<file path="src/rtl/mips_pc_pkg.sv">
// mips_pc_pkg: shared constants, address type and next-PC source selector for the PC sequencer.
package mips_pc_pkg;
  localparam logic [31:0] DEF_RESET_VEC = 32'h0000_0000;
  localparam logic [31:0] DEF_EXC_VEC = 32'h8000_0180;
  localparam int DEF_INCR = 4;
  localparam int DEF_RAS_DEPTH = 4;
  typedef logic [31:0] addr_t;
  typedef enum logic [2:0] {SEL_SEQ, SEL_BR, SEL_RET, SEL_JMP, SEL_EXC} next_sel_t;
endpackage

</file>
<file path="src/rtl/pc_ras.sv">
// pc_ras: circular return-address stack; a push while full overwrites the oldest entry.
module pc_ras #(
  parameter int W = 32,
  parameter int DEPTH = 4
) (
  input  logic         clk_i,
  input  logic         rst_i,
  input  logic         push_i,
  input  logic         pop_i,
  input  logic [W-1:0] data_i,
  output logic [W-1:0] top_o,
  output logic         empty_o,
  output logic         full_o
);
  localparam int PW = $clog2(DEPTH);
  logic [W-1:0] mem_q [DEPTH];
  logic [PW-1:0] top_q, top_d, wr_ptr;
  logic [PW:0] cnt_q, cnt_d;
  logic pop_ok;
  // pop+push together rewrites the current top in place
  always_comb begin
    pop_ok = pop_i && !empty_o;
    wr_ptr = pop_ok ? top_q : top_q + PW'(1);
    top_d = (push_i == pop_ok) ? top_q : push_i ? top_q + PW'(1) : top_q - PW'(1);
    cnt_d = (push_i == pop_ok) ? cnt_q : push_i ? (full_o ? cnt_q : cnt_q + 1'b1) : cnt_q - 1'b1;
  end
  always_ff @(posedge clk_i) begin
    if (rst_i) begin
      top_q <= '0;
      cnt_q <= '0;
    end else begin
      top_q <= top_d;
      cnt_q <= cnt_d;
    end
  end
  always_ff @(posedge clk_i) begin
    if (push_i && !rst_i) mem_q[wr_ptr] <= data_i;
  end
  assign top_o = mem_q[top_q];
  assign empty_o = cnt_q == '0;
  assign full_o = cnt_q == (PW+1)'(DEPTH);
endmodule

</file>
<file path="src/rtl/pc_sequencer.sv">
// pc_sequencer: MIPS fetch program counter with prioritised redirects, stall, alignment masking and RAS.
module pc_sequencer
  import mips_pc_pkg::*;
#(
  parameter int    ADDR_W = 32,
  parameter addr_t RESET_VEC = DEF_RESET_VEC,
  parameter addr_t EXC_VEC = DEF_EXC_VEC,
  parameter int    INCR = DEF_INCR,
  parameter int    RAS_DEPTH = DEF_RAS_DEPTH
) (
  input  logic              clock_i,
  input  logic              reset_i,
  input  logic              stall_i,
  input  logic              exception_i,
  input  logic              branch_taken_i,
  input  logic [ADDR_W-1:0] branch_target_i,
  input  logic              jump_i,
  input  logic [ADDR_W-1:0] jump_target_i,
  input  logic              call_i,
  input  logic              ret_i,
  output logic [ADDR_W-1:0] pc_out_o,
  output logic [ADDR_W-1:0] pc_plus4_o,
  output logic              misaligned_o,
  output logic              ras_empty_o,
  output logic              ras_full_o,
  output logic              ras_underflow_o
);
  next_sel_t sel;
  logic adv, push, pop, redir;
  logic [ADDR_W-1:0] pc_q, pc_d, tgt, ras_top;
  logic mis_q, mis_d, und_q, und_d;
  pc_ras #(.W(ADDR_W), .DEPTH(RAS_DEPTH)) u_ras (
    .clk_i  (clock_i),
    .rst_i  (reset_i),
    .push_i (push),
    .pop_i  (pop),
    .data_i (pc_plus4_o),
    .top_o  (ras_top),
    .empty_o(ras_empty_o),
    .full_o (ras_full_o)
  );
  assign pc_plus4_o = pc_q + ADDR_W'(INCR);
  // a ret on an empty stack falls back to sequential and does not let a jump through
  always_comb begin
    sel = exception_i ? SEL_EXC : branch_taken_i ? SEL_BR :
          ret_i ? (ras_empty_o ? SEL_SEQ : SEL_RET) : jump_i ? SEL_JMP : SEL_SEQ;
    adv = !stall_i || exception_i;
    pop = adv && sel == SEL_RET;
    push = adv && jump_i && call_i && (sel == SEL_JMP || sel == SEL_RET);
    tgt = sel == SEL_BR ? branch_target_i : sel == SEL_RET ? ras_top : jump_target_i;
    redir = sel == SEL_BR || sel == SEL_RET || sel == SEL_JMP;
    pc_d = sel == SEL_EXC ? ADDR_W'(EXC_VEC) : redir ? {tgt[ADDR_W-1:2], 2'b00} : pc_plus4_o;
    mis_d = redir && tgt[1:0] != 2'b00;
    und_d = ret_i && ras_empty_o && !exception_i && !branch_taken_i;
  end
  always_ff @(posedge clock_i) begin
    if (reset_i) begin
      pc_q <= ADDR_W'(RESET_VEC);
      mis_q <= 1'b0;
      und_q <= 1'b0;
    end else if (adv) begin
      pc_q <= pc_d;
      mis_q <= mis_d;
      und_q <= und_d;
    end
  end
  assign pc_out_o = pc_q;
  assign misaligned_o = mis_q;
  assign ras_underflow_o = und_q;
endmodule
</file>
<file path="config.mk">
export PLATFORM = sky130hd
export DESIGN_NAME = pc_sequencer
export DESIGN_NICKNAME = d
export VERILOG_FILES = /design/src/rtl/mips_pc_pkg.sv /design/src/rtl/pc_ras.sv /design/src/rtl/pc_sequencer.sv
export SDC_FILE = /design/constraint.sdc
export NUM_CORES = 1
export LEC_CHECK = 0
export ABC_CLOCK_PERIOD_IN_PS = 5500
export BUFFER_PORTS_ARGS = -buffer_cell sky130_fd_sc_hd__buf_2
export CORE_ASPECT_RATIO = 1.75
export CORE_MARGIN = 2
export CORE_UTILIZATION = 40
export CTS_CLUSTER_SIZE = 30
export DETAILED_ROUTE_END_ITERATION = 12
export GPL_TIMING_DRIVEN = 0
export MAX_ROUTING_LAYER = met4
export PLACE_DENSITY = 0.62
export SLEW_MARGIN = 20
export SYNTH_ARGS = -nofsm -noshare
export SYNTH_HDL_FRONTEND = slang
export SYNTH_SLANG_ARGS = --single-unit
</file>
<file path="constraint.sdc">
create_clock -name clock_i -period 5.5 [get_ports clock_i]
set_clock_uncertainty 0.15 [all_clocks]
set_input_delay 0.55 -clock clock_i [delete_from_list [all_inputs] [get_ports clock_i]]
set_output_delay 0.55 -clock clock_i [all_outputs]
set_load 0.005 [all_outputs]
</file>
==> results_dict.tcl <==
set metrics [dict create \
    antenna_found_initial 0 \
    cap_violations 0 \
    synth_edf_count 120 \
    setup_viol_count_final 0 \
    synthCells 569 \
    tritoncts "yes" \
    cts_hold_buffers 0 \
    synth_top_area_cell "edfxtp_1" \
    cts_buffers 17 \
    clkSinkCount 159 \
    slew_headroom_pct 40.0 \
    slowest_delay_ns 0.74 \
    layout-drive-gt1-share_pct 33.1 \
    dieArea_um2 19800 \
    grt_util_all_layers_pct 24.4 \
    avgSynthCellArea_um2 13.1 \
    synthTopCellsByArea "edfxtp_1 48%, dfxtp_1 10%, mux4_2 9.1%" \
    tns_ns 0 \
    yosysWarnings 0 \
    ys_seq_elements 159 \
    crit_type "flip-flop to primary output" \
    period_minus_slack_ns 3.95 \
    routed_wl_um 22900 \
    outcome "finished clean" \
    drcViolationCount 0 \
    worst-path-buf-inv 1 \
    grt_max_degree 18 \
    critPathTopFamily "simple AND/OR/NAND/NOR gates" \
    cts-root-buf "clkbuf_16" \
    grt_remaining_overflow 0 \
    viasPerCell 5.77 \
    ir_worst_vdd_v 0.000182 \
    start_util_pct 40.4 \
    p_per_area_nw_per_um2 289 \
    antenna_cells 0 \
    post_cts_resized 0 \
    grt_setup_unrepaired "false" \
    crit_arrival_ns 3.25 \
    ff2ff_setup_slack_ns 1.55 \
    clk_pin_slew_ns 0.07 \
    ys_async_sr_fraction_pct 0 \
    synth.cell_area_um2 7450 \
    design.core.area_um2 18400 \
    fp-row-count 66 \
    cp-end-kind "primary output" \
    timing.fmax_ghz 0.253 \
    finalHoldViolCount 0 \
    synth_most_common_cell "edfxtp_1" \
    place.gp.congestion 0.872 \
    avgRoutedWirePerCell_um 23.2 \
    layout.nets 810 \
    worstPathCellList "ha_1 -> nand4_1 -> nor3_1 -> or3b_2 -> xnor2_1 -> buf_2" \
    die_w_um 107 \
    cts_setup_buffers 0 \
    port_buffers 135 \
    htree_levels 4 \
    synth_ff_type "edfxtp_1" \
    syn_to_final_growth_pct 23.3 \
    timing.hold.ws_ns 0.348 \
    drtIter0Drc 418 \
    cp.required_ns 4.80 \
    finalMaxSlewViolations 0 \
    p_leak_uw 0.00350 \
    synth_common_cells "120 x edfxtp_1, 42 x a21oi_1, 39 x dfxtp_1" \
    holdCritPathClass "input pin to flip-flop" \
    die_h_um 185 \
    drtAntennaViolNets 0 \
    grt_pass1_vias 5815 \
    grt_pass1_wl_um 33900 \
    crit_path_max_fanout 7 \
    clk_latency_ns 0.43 \
    ys_types 66 \
    pin_count 140 \
    cts.path.max_buffers 2 \
    cp-start-kind "flip-flop" \
    timing.final.crit_share_pct 71.8 \
    worstMarginPinSlew_ns 0.894 \
    vias 5699 \
    cpMaxStageDelayCell "nor3_1" \
    synth_top_area_share_pct 48.4 \
    utilization_pct 49.9 \
    hpwl_um 16700 \
    drtPass1Iterations 4 \
    ys_seq_area_share_pct 58.9 \
]
[cells in the final DEF, fill, tap and decap left out, types with 5 or more instances in the layout]
cell type	synthesis	layout
buf_2	8	143
edfxtp_1	120	120
a21oi_1	42	40
dfxtp_1	39	39
inv_1	34	34
mux4_2	30	30
nor2_1	26	26
xnor2_1	23	23
o21ai_0	23	23
clkbuf_1	22	22
nand2_1	19	19
clkbuf_16	0	17
nand3_1	16	16
nor3_1	13	13
o221ai_1	12	12
xor2_1	9	9
buf_4	4	9
a21o_1	8	8
nand4_1	7	7
o221a_2	7	7
o2bb2ai_1	7	7
o22ai_1	7	7
or3_1	6	6
a22o_1	6	6
nor2b_1	5	5
[final cells by class]
| type | instances | area, um2 |
|---|---|---|
| clock inverter | 14 | 155 |
| tap | 238 | 298 |
| buffer | 38 | 205 |
| clock buffer | 18 | 439 |
| timing repair buffer | 145 | 802 |
| multi-input combinational | 341 | 2780 |
| fill | 1661 | 9230 |
| inverter | 34 | 128 |
| sequential | 159 | 4380 |
[registers in the layout, indices dropped and copies added (netlist names), named ones only]
signal,count
u_ras.mem_q,120
pc_out_o,30
u_ras.cnt_q,3
u_ras.top_q,2
misaligned_o,1
ras_underflow_o,1
[per-stage QoR]
step	power, uW	instances	setup slack [ns]	cell area, um2
after floorplan	1410	572	0.567	7460
after global placement	1490	945	-2.27	8430
after detailed placement	1490	955	1.16	8590
after CTS	2670	987	1.53	9190
after global routing	2740	987	1.31	9190
final	2660	987	1.55	9190
[cell families (layout without fill, tap and decap cells)]
kind of cell / count (synthesis) / count (layout) / share of synthesized area [%]
xor gates and xnor gates: 32 / 32 / 3.76
DFF: 159 / 159 / 58.9
muxes: 31 / 31 / 9.21
other: 1 / 4 / 0.0503
and+or+nand+nor: 133 / 133 / 10.3
buffers and inverters: 72 / 249 / 4.47
AOI/OAI and AO/OA: 139 / 139 / 12.9
adders and majority gates: 2 / 2 / 0.437
[worst register-to-register path: stages (launching register included)]
cell      delay (ns)
dfxtp_1         0.43
or3_1           0.14
clkbuf_1        0.21
inv_1           0.13
nor2_2          0.43
nor2_1          0.12
or4_1           0.69
nor3b_2         0.67
buf_4           0.35
buf_6           0.18
buf_6           0.15
[report_power, final]
group | switching (uW) | total, uW | internal (uW)
clock network | 502 | 1190 | 689
logic | 93.8 | 162 | 67.8
registers | 14.5 | 1310 | 1290
[per-layer routing]
metal  GRT usage [%]  routed length, um  up-vias
li1                -                  -     2538
met5               -                  0        -
met3            3.78               1310       43
met1            25.6               8160     2854
met2            43.9              12500      264
met4            12.2                851        0
[final timing paths]
| path | start | end | cells after the start |
|---|---|---|---|
| hold / removal | branch_target_i[1] | misaligned_o | 3 |
| setup / recovery | pc_out_o[2] | pc_plus4_o[26] | 6 |
| hold reg to reg | misaligned_o | misaligned_o | 2 |
| setup reg to reg | u_ras.cnt_q[0] | u_ras.mem_q[1][2] | 10 |
No activity file was read; power rests on OpenSTA's default activity.
